### src/rtl/hazard_pkg.sv
// Shared types for the pipeline hazard controller: scoreboard entry, decision encoding, r0 index.
// No logic; no latency; no backpressure.
// Entry rd is stored at SB_RD_W bits so any REG_IDX_W up to 8 fits without changing the struct.
package hazard_pkg;

    localparam int SB_RD_W = 8;
    localparam logic [SB_RD_W-1:0] REG_ZERO = '0;

    typedef struct packed {
        logic               valid;
        logic [SB_RD_W-1:0] rd;
        logic               isLoad;
    } sb_entry_t;

    typedef enum logic [1:0] {
        DEC_RUN,
        DEC_STALL,
        DEC_FLUSH,
        DEC_FREEZE
    } decision_t;

    localparam sb_entry_t SB_EMPTY = '{valid: 1'b0, rd: REG_ZERO, isLoad: 1'b0};

endpackage

### src/rtl/hazard_sb_entry_cmp.sv
// RAW match of one in-flight destination against the sources of the instruction in ID.
// Purely combinational, zero latency; no backpressure.
// Writes to r0 never create a dependency.
module hazard_sb_entry_cmp
    import hazard_pkg::*;
#(
    parameter int REG_IDX_W = 4
) (
    input  sb_entry_t            entry,
    input  logic                 idValid,
    input  logic [REG_IDX_W-1:0] idRs1,
    input  logic [REG_IDX_W-1:0] idRs2,
    input  logic                 idUseRs1,
    input  logic                 idUseRs2,
    output logic                 hit
);

    logic [SB_RD_W-1:0] rs1_w;
    logic [SB_RD_W-1:0] rs2_w;
    logic               src_hit;

    assign rs1_w   = SB_RD_W'(idRs1);
    assign rs2_w   = SB_RD_W'(idRs2);
    assign src_hit = (idUseRs1 && (rs1_w == entry.rd)) || (idUseRs2 && (rs2_w == entry.rd));
    assign hit     = idValid && entry.valid && (entry.rd != REG_ZERO) && src_hit;

endmodule

### src/rtl/pipeline_hazard_ctrl.sv
// Pipeline-register enables/bubbles from freeze > mispredict flush > RAW stall; optional perf counters (HAZARD_PERF_EN).
// Decision is combinational (zero latency); the destination scoreboard updates on each non-frozen edge.
// memBusy freezes everything; stalls hold PC and IF/ID while a bubble enters ID/EX.
module pipeline_hazard_ctrl
    import hazard_pkg::*;
#(
    parameter int REG_IDX_W = 4,
    parameter int FWD_EN    = 1,
    parameter int CNT_W     = 32
) (
    input  logic                 clk,
    input  logic                 reset,
    input  logic                 idValid,
    input  logic [REG_IDX_W-1:0] idRs1,
    input  logic [REG_IDX_W-1:0] idRs2,
    input  logic                 idUseRs1,
    input  logic                 idUseRs2,
    input  logic [REG_IDX_W-1:0] idRd,
    input  logic                 idRegWrt,
    input  logic                 idIsLoad,
    input  logic                 exBrMispred,
    input  logic                 memBusy,
    output logic                 pcWrtEn,
    output logic                 ifIdWrtEn,
    output logic                 idExWrtEn,
    output logic                 exMemWrtEn,
    output logic                 memWbWrtEn,
    output logic                 ifIdFlush,
    output logic                 idExFlush,
    output logic                 stallData,
    output logic                 flushBr,
    output logic                 freeze
`ifdef HAZARD_PERF_EN
    ,
    output logic [CNT_W-1:0]     perfStall,
    output logic [CNT_W-1:0]     perfFlush,
    output logic [CNT_W-1:0]     perfFreeze
`endif
);

    sb_entry_t exE, memE, wbE;
    logic      hit_ex, hit_mem, hit_wb;
    logic      data_hazard;
    logic      bubble_ex;
    decision_t dec;

    hazard_sb_entry_cmp #(.REG_IDX_W(REG_IDX_W)) u_cmp_ex (
        .entry(exE), .idValid(idValid), .idRs1(idRs1), .idRs2(idRs2),
        .idUseRs1(idUseRs1), .idUseRs2(idUseRs2), .hit(hit_ex)
    );

    hazard_sb_entry_cmp #(.REG_IDX_W(REG_IDX_W)) u_cmp_mem (
        .entry(memE), .idValid(idValid), .idRs1(idRs1), .idRs2(idRs2),
        .idUseRs1(idUseRs1), .idUseRs2(idUseRs2), .hit(hit_mem)
    );

    hazard_sb_entry_cmp #(.REG_IDX_W(REG_IDX_W)) u_cmp_wb (
        .entry(wbE), .idValid(idValid), .idRs1(idRs1), .idRs2(idRs2),
        .idUseRs1(idUseRs1), .idUseRs2(idUseRs2), .hit(hit_wb)
    );

    // With forwarding only a load still in EX is too late; without it, every
    // older writer counts because the register file does not write through.
    assign data_hazard = (FWD_EN != 0) ? (hit_ex && exE.isLoad)
                                       : (hit_ex || hit_mem || hit_wb);

    always_comb begin
        dec = DEC_RUN;
        if (memBusy)
            dec = DEC_FREEZE;
        else if (exBrMispred)
            dec = DEC_FLUSH;
        else if (data_hazard)
            dec = DEC_STALL;
    end

    assign bubble_ex = (dec == DEC_FLUSH) || (dec == DEC_STALL);

    always_comb begin
        pcWrtEn    = 1'b0;
        ifIdWrtEn  = 1'b0;
        idExWrtEn  = 1'b0;
        exMemWrtEn = 1'b0;
        memWbWrtEn = 1'b0;
        ifIdFlush  = 1'b0;
        idExFlush  = 1'b0;
        stallData  = 1'b0;
        flushBr    = 1'b0;
        freeze     = 1'b0;
        if (reset) begin
            unique case (dec)
                DEC_FREEZE: begin
                    freeze = 1'b1;
                end
                DEC_FLUSH: begin
                    flushBr    = 1'b1;
                    pcWrtEn    = 1'b1;
                    ifIdWrtEn  = 1'b1;
                    idExWrtEn  = 1'b1;
                    exMemWrtEn = 1'b1;
                    memWbWrtEn = 1'b1;
                    ifIdFlush  = 1'b1;
                    idExFlush  = 1'b1;
                end
                DEC_STALL: begin
                    stallData  = 1'b1;
                    idExWrtEn  = 1'b1;
                    exMemWrtEn = 1'b1;
                    memWbWrtEn = 1'b1;
                    idExFlush  = 1'b1;
                end
                default: begin
                    pcWrtEn    = 1'b1;
                    ifIdWrtEn  = 1'b1;
                    idExWrtEn  = 1'b1;
                    exMemWrtEn = 1'b1;
                    memWbWrtEn = 1'b1;
                end
            endcase
        end
    end

    always_ff @(posedge clk or negedge reset) begin
        if (!reset) begin
            exE  <= SB_EMPTY;
            memE <= SB_EMPTY;
            wbE  <= SB_EMPTY;
        end else if (dec != DEC_FREEZE) begin
            wbE  <= memE;
            memE <= exE;
            exE  <= '{valid:  idValid && idRegWrt && !bubble_ex,
                      rd:     SB_RD_W'(idRd),
                      isLoad: idIsLoad};
        end
    end

`ifdef HAZARD_PERF_EN
    always_ff @(posedge clk or negedge reset) begin
        if (!reset) begin
            perfStall  <= '0;
            perfFlush  <= '0;
            perfFreeze <= '0;
        end else begin
            if (stallData)
                perfStall <= perfStall + CNT_W'(1);
            if (flushBr)
                perfFlush <= perfFlush + CNT_W'(1);
            if (freeze)
                perfFreeze <= perfFreeze + CNT_W'(1);
        end
    end
`endif

endmodule
### config.mk
export PLATFORM = sky130hd
export DESIGN_NAME = pipeline_hazard_ctrl
export DESIGN_NICKNAME = d
export VERILOG_FILES = /design/src/rtl/hazard_pkg.sv /design/src/rtl/hazard_sb_entry_cmp.sv /design/src/rtl/pipeline_hazard_ctrl.sv
export SDC_FILE = /design/constraint.sdc
export NUM_CORES = 1
export LEC_CHECK = 0
export CAP_MARGIN = 20
export CORE_MARGIN = 2
export CORE_UTILIZATION = 33
export CTS_BUF_LIST = sky130_fd_sc_hd__clkbuf_2 sky130_fd_sc_hd__clkbuf_4 sky130_fd_sc_hd__clkbuf_8
export DETAILED_ROUTE_END_ITERATION = 8
export GPL_TIMING_DRIVEN = 0
export PLACE_DENSITY = 0.85
export SLEW_MARGIN = 10
export SYNTH_ARGS = -nofsm -noshare
export SYNTH_HDL_FRONTEND = slang
export SYNTH_SLANG_ARGS = --single-unit
### constraint.sdc
create_clock -name clk -period 3.2 [get_ports clk]
set_input_delay 0.64 -clock clk [delete_from_list [all_inputs] [get_ports clk]]
set_output_delay 0.64 -clock clk [all_outputs]
set_load 0.005 [all_outputs]
After elaboration in Yosys (flattened, before gate mapping) --
Cells that the tools add are included.
Word-level totals: flip-flop bits (word level) 6, bits in latches 0, RAM bits 0, bits in read-only memories 0, input port bits 21, output and inout port bits 10, logic and storage cells 38, memories 0
Cells by class: add/subtract/negate cells 0, multiply operators 0, divide/modulo/power cells 0, $lt $le $gt $ge 0, eq/ne operators 6, shift-type cells 0, multiplexer cells 15, bitwise operators 0, reduce and logical (&&, ||, !) cells 14
Operator list (count):
- 2-to-1 mux 1 bit | 13
- equality test 4 bit | 2
- logical AND 1 bit | 8
- nonzero test 8 bit | 1
- equality test 2 bit, second input constant | 2
- 2-to-1 mux 2 bit | 2
- OR reduction 2 bit | 2
- equality test 2 x 1 -> 1 bit, second input constant | 1
- logical OR 1 bit | 2
- != test 2 bit, second input constant | 1
- zero test 1 bit | 1

Depth between registers and ports, before layout --
depth in word-level cells 12, gate-level depth with buffers 8

Hierarchy --
Synthesis repeated with hierarchy kept, for this count alone.
Second synthesis, totals: cell total of the unflattened synthesis 49, area, all modules 493.0 um^2
By module, submodules not included:
- pipeline_hazard_ctrl | times used 1, cells an instance 33, area each 377.9 um^2
- hazard_sb_entry_cmp | times used 1, cells an instance 16, area each 115.1 um^2

Least setup slack after synthesis --
No wires, ideal clock.
kind input-to-output, start input idRs1[1], end output idExWrtEn, data arrival time 1.749 ns, path slack 0.811 ns, cell stages on the path 8, cell sequence xor2_1 nor3_2 nand4_1 nand3b_1 ha_1 buf_2 nor2b_1 buf_4
Between the ends: word-level cells in the longest chain between the ends 11
Ends and longest elaborated chain:
- start, declared | line pipeline_hazard_ctrl.sv:14 | input logic [REG_IDX_W-1:0] idRs1,
- equality test 4 bit | line hazard_sb_entry_cmp.sv:24 | assign src_hit = (idUseRs1 && (rs1_w == entry.rd)) || (idUseRs2 && (rs2_w == entry.rd));
- logical AND 1 bit | line hazard_sb_entry_cmp.sv:24
- logical OR 1 bit | line hazard_sb_entry_cmp.sv:24
- logical AND 1 bit | line hazard_sb_entry_cmp.sv:25 | assign hit = idValid && entry.valid && (entry.rd != REG_ZERO) && src_hit;
- logical AND 1 bit | line pipeline_hazard_ctrl.sv:64 | assign data_hazard = (FWD_EN != 0) ? (hit_ex && exE.isLoad)
- 2-to-1 mux 1 bit | line pipeline_hazard_ctrl.sv:73 | else if (data_hazard)
- 2-to-1 mux 2 bit | line pipeline_hazard_ctrl.sv:71 | else if (exBrMispred)
- 2-to-1 mux 2 bit | line pipeline_hazard_ctrl.sv:69 | if (memBusy)
- equality test 2 bit
- 2-to-1 mux 1 bit (2 in a row)
- end, declared | line pipeline_hazard_ctrl.sv:25 | output logic idExWrtEn,
No other way between the ends.

Worst setup path after layout --
start input idRs1[2], end output stallData
Between the ends: word-level cells in the longest chain between the ends 11
Ends and longest elaborated chain:
- equality test 4 bit | line hazard_sb_entry_cmp.sv:24
- logical AND 1 bit | line hazard_sb_entry_cmp.sv:24
- logical OR 1 bit | line hazard_sb_entry_cmp.sv:24
- logical AND 1 bit | line hazard_sb_entry_cmp.sv:25
- logical AND 1 bit | line pipeline_hazard_ctrl.sv:64
- 2-to-1 mux 1 bit | line pipeline_hazard_ctrl.sv:73
- 2-to-1 mux 2 bit | line pipeline_hazard_ctrl.sv:71
- 2-to-1 mux 2 bit | line pipeline_hazard_ctrl.sv:69
- equality test 2 x 1 -> 1 bit | line pipeline_hazard_ctrl.sv:91 | unique case (dec)
- 2-to-1 mux 1 bit | line pipeline_hazard_ctrl.sv:91
- 2-to-1 mux 1 bit | line pipeline_hazard_ctrl.sv:90 | if (reset) begin
- end, declared | line pipeline_hazard_ctrl.sv:30 | output logic stallData,
No other way between the ends.

==> reports/metrics.yaml <==
floorplan:
  coreArea_um2: 1301
  die_w_um: 41.51
  num_rows: 13
  io_pins: 31
  start_util_pct: 35.67
  die_area_um2: 1723
  die_h_um: 41.51
global_route:
  grt_pass1_vias: 411
  antenna_found_initial: 0
  grt_remaining_overflow: 0
  grt_use_total_pct: 13.74
  grt_first_pass_wirelength_um: 1849
  grt_max_degree: 13
min_path:
  min_path_type: "reg -> reg"
  worstHoldStart: "exE[9]$_DFFE_PN0P_"
synth:
  ys_seq_elements: 6
  synth.top_cell.area_share_pct: 32.35
  syn_area_um2: 464.2
  synth_edf_count: 0
  ys_types: 21
  synth_area_leaders: "dfrtp_1 32%, mux2_2 12%, xor2_1 11%"
  avgSynthCellArea_um2: 10.32
  synthArstFlopShare_pct: 100.0
  netlist_instances: 45
  ys_seq_area_share_pct: 32.35
  synth_ff_type: "dfrtp_1"
  yosysWarnings: 0
  syn-num-nets: 68
  synth_top_area_cell: "dfrtp_1"
detailed_routing:
  wl_um: 1003
  first_pass_iters: 2
  via_per_inst: 4.681
  ant_nets: 0
  vias: 440
  drc: 0
  drtIter0Drc: 1
  wl_per_cell_um: 10.67
cells_and_area:
  largest_register_ffs: 6
  drive_above_1_share_pct: 25.32
  fin_area_um2: 847.1
  area_growth_syn_to_layout_pct: 82.48
  final_cell_mix: "25 x clkdlybuf4s50_1, 6 x xor2_1, 6 x buf_4, 6 x dfrtp_1, 5 x mux2_2"
  fin_nets: 104
  layout_commonest_cell: "clkdlybuf4s50_1"
  antenna_cells: 0
  reg_top3: "exE x6"
  max_flop_register: "exE"
critical_path:
  crit_required_ns: 2.56
  critical_path.max_stage_delay_ns: 0.50
  cp_common_cell: "clkdlybuf4s50_1"
  cp_max_fo: 2
  crit_path_start: "idRs1[2]"
  crit_end: "stallData"
  start_kind: "input pin"
  r2r_start: "exE[3]$_DFFE_PN0P_"
  crit_arrival_ns: 2.51
  reg2regPathDepth: 7
  reg2reg_slack_ns: 1.25
  worstPathCellList: "clkdlybuf4s50_1 -> xor2_1 -> nor3_2 -> nand4_1 -> nand3b_1 -> ha_1 -> and2_1 -> clkdlybuf4s50_1"
  r2r-end: "exE[4]$_DFFE_PN0P_"
  slowest_stage: "clkdlybuf4s50_1"
  end_kind: "primary output"
  criticalPathCategory: "in -> out"
run:
  maxCapViolations: 0
timing:
  skew_ns: 0.0006916
  finalSetupTns_ns: 0
  worst_pin_slew_ns: 0.4076
  hold_viol: 0
  finalMaxSlewViolations: 0
  timing.fmax_mhz: 317.2
  finalCritPeriodShare_pct: 98.51
  fin_crit_ns: 3.152
  slew-limit-headroom_pct: 72.74
  setup_violations: 0
  rsz0062_at_grt: "true"
clock_network:
  cts_tree: "yes"
  htreeDepth: 1
  cts.sinks: 6
  cts-root-buf: "clkbuf_4"
  clkSlewWorstSetupHoldPaths_ns: 0.04
  ctsLongestPathBuffers: 2
  insertion_delay_ns: 0.23
  cts_buffers: 3
power_and_ir_drop:
  power_frac_comb_pct: 34.5
  peakVddDrop_mv: 0.2365
  clkPwrFrac_pct: 27.2
  swShare_pct: 23.92
  net-switching-power_uw: 57.26
  power.density_nw_per_um2: 282.6
  seq_power_share_pct: 38.3
  power.internal_uw: 182.1
  leakagePower_nw: 0.4062
placed_design:
  portBuffers: 30
  dpl.hpwl_um: 823.9
  placed_area_um2: 783.3
  globalplace.congestion: 0.6892
outcome:
  status: "finished clean"
## power groups by stage
stage          clock, mW  sequential, mW  combinational (mW)
2_1_floorplan          0          0.0908              0.0363
5_1_grt           0.0713          0.0929              0.0911
4_1_cts           0.0696          0.0916              0.0849
3_5_place_dp           0          0.0928              0.0807
3_3_place_gp           0          0.0923              0.0791
6_report          0.0650          0.0917              0.0827
## Yosys cell counts (all sizes together) (2+ instances only)
library cell  count
dfrtp             6
xor2              6
buf               5
mux2              5
and2              3
ha                2
nand2             2
nand4             2
nor3              2
xnor2             2
## cells by family after synthesis
group                      after synthesis  share of synthesized area (%)
adders and majority gates                2                          5.390
xor gates and xnor gates                 8                          15.09
muxes                                    5                          12.13
DFF                                      6                          32.34
buffers and inverters                    6                          8.354
and+or+nand+nor                         17                          25.07
AOI/OAI and AO/OA                        1                          1.618
## per-layer routing
metal	wire, um	track usage (%)	share of wire (%)	vias to the layer above
li1	-	-	-	223
met1	414	17.52	41	200
met2	517	20.94	52	17
met3	71	3.478	7.1	0
met4	0	7.742	0	0
met5	0	0	0	-
## worst min-delay path by stage
stage	cells after the start	to
2_1_floorplan	0	exE[0]$_DFFE_PN0P_
3_3_place_gp	2	exE[9]$_DFFE_PN0P_
3_5_place_dp	2	exE[9]$_DFFE_PN0P_
4_1_cts	2	exE[9]$_DFFE_PN0P_
5_1_grt	2	exE[9]$_DFFE_PN0P_
6_report	2	exE[9]$_DFFE_PN0P_
## worst max-delay path: cells and delay by family
kind | cells | cell delay [ns]
adder cells (fa/ha/maj) | 1 | 0.16
buffers and inverters | 2 | 0.91
AND/OR/NAND/NOR | 4 | 0.64
XOR/XNOR | 1 | 0.15
## final cells by class
cell class | instances | area (um2)
plain buffers | 4 | 30.03
clock buffers | 3 | 22.52
fillers | 123 | 454.2
inverters | 1 | 3.754
multi-input cells | 33 | 297.8
flip-flops and latches | 6 | 150.1
well taps | 15 | 18.77
repair buffers | 32 | 324.1
## through the flow
stage	setup WS (ns)	hold WS (ns)	std cells	util (%)	power, mW
2_1_floorplan	0.8107	0.3444	45	-	0.1270
3_3_place_gp	-0.1912	0.4654	90	60.19	0.1714
3_5_place_dp	-0.2783	0.4747	90	60.19	0.1735
4_1_cts	0.001855	0.4843	93	63.56	0.2462
5_1_grt	-0.08946	0.5143	94	65.10	0.2553
6_report	0.04758	0.4817	94	65.10	0.2394
## what timing repair did
item,4_1_cts,5_1_grt
hold buffers,0,0
gates resized for setup,5,5
setup buffers,1,1
setup endpoints to repair,5,5
pin swaps,4,3
No activity file was read; power rests on OpenSTA's default activity.
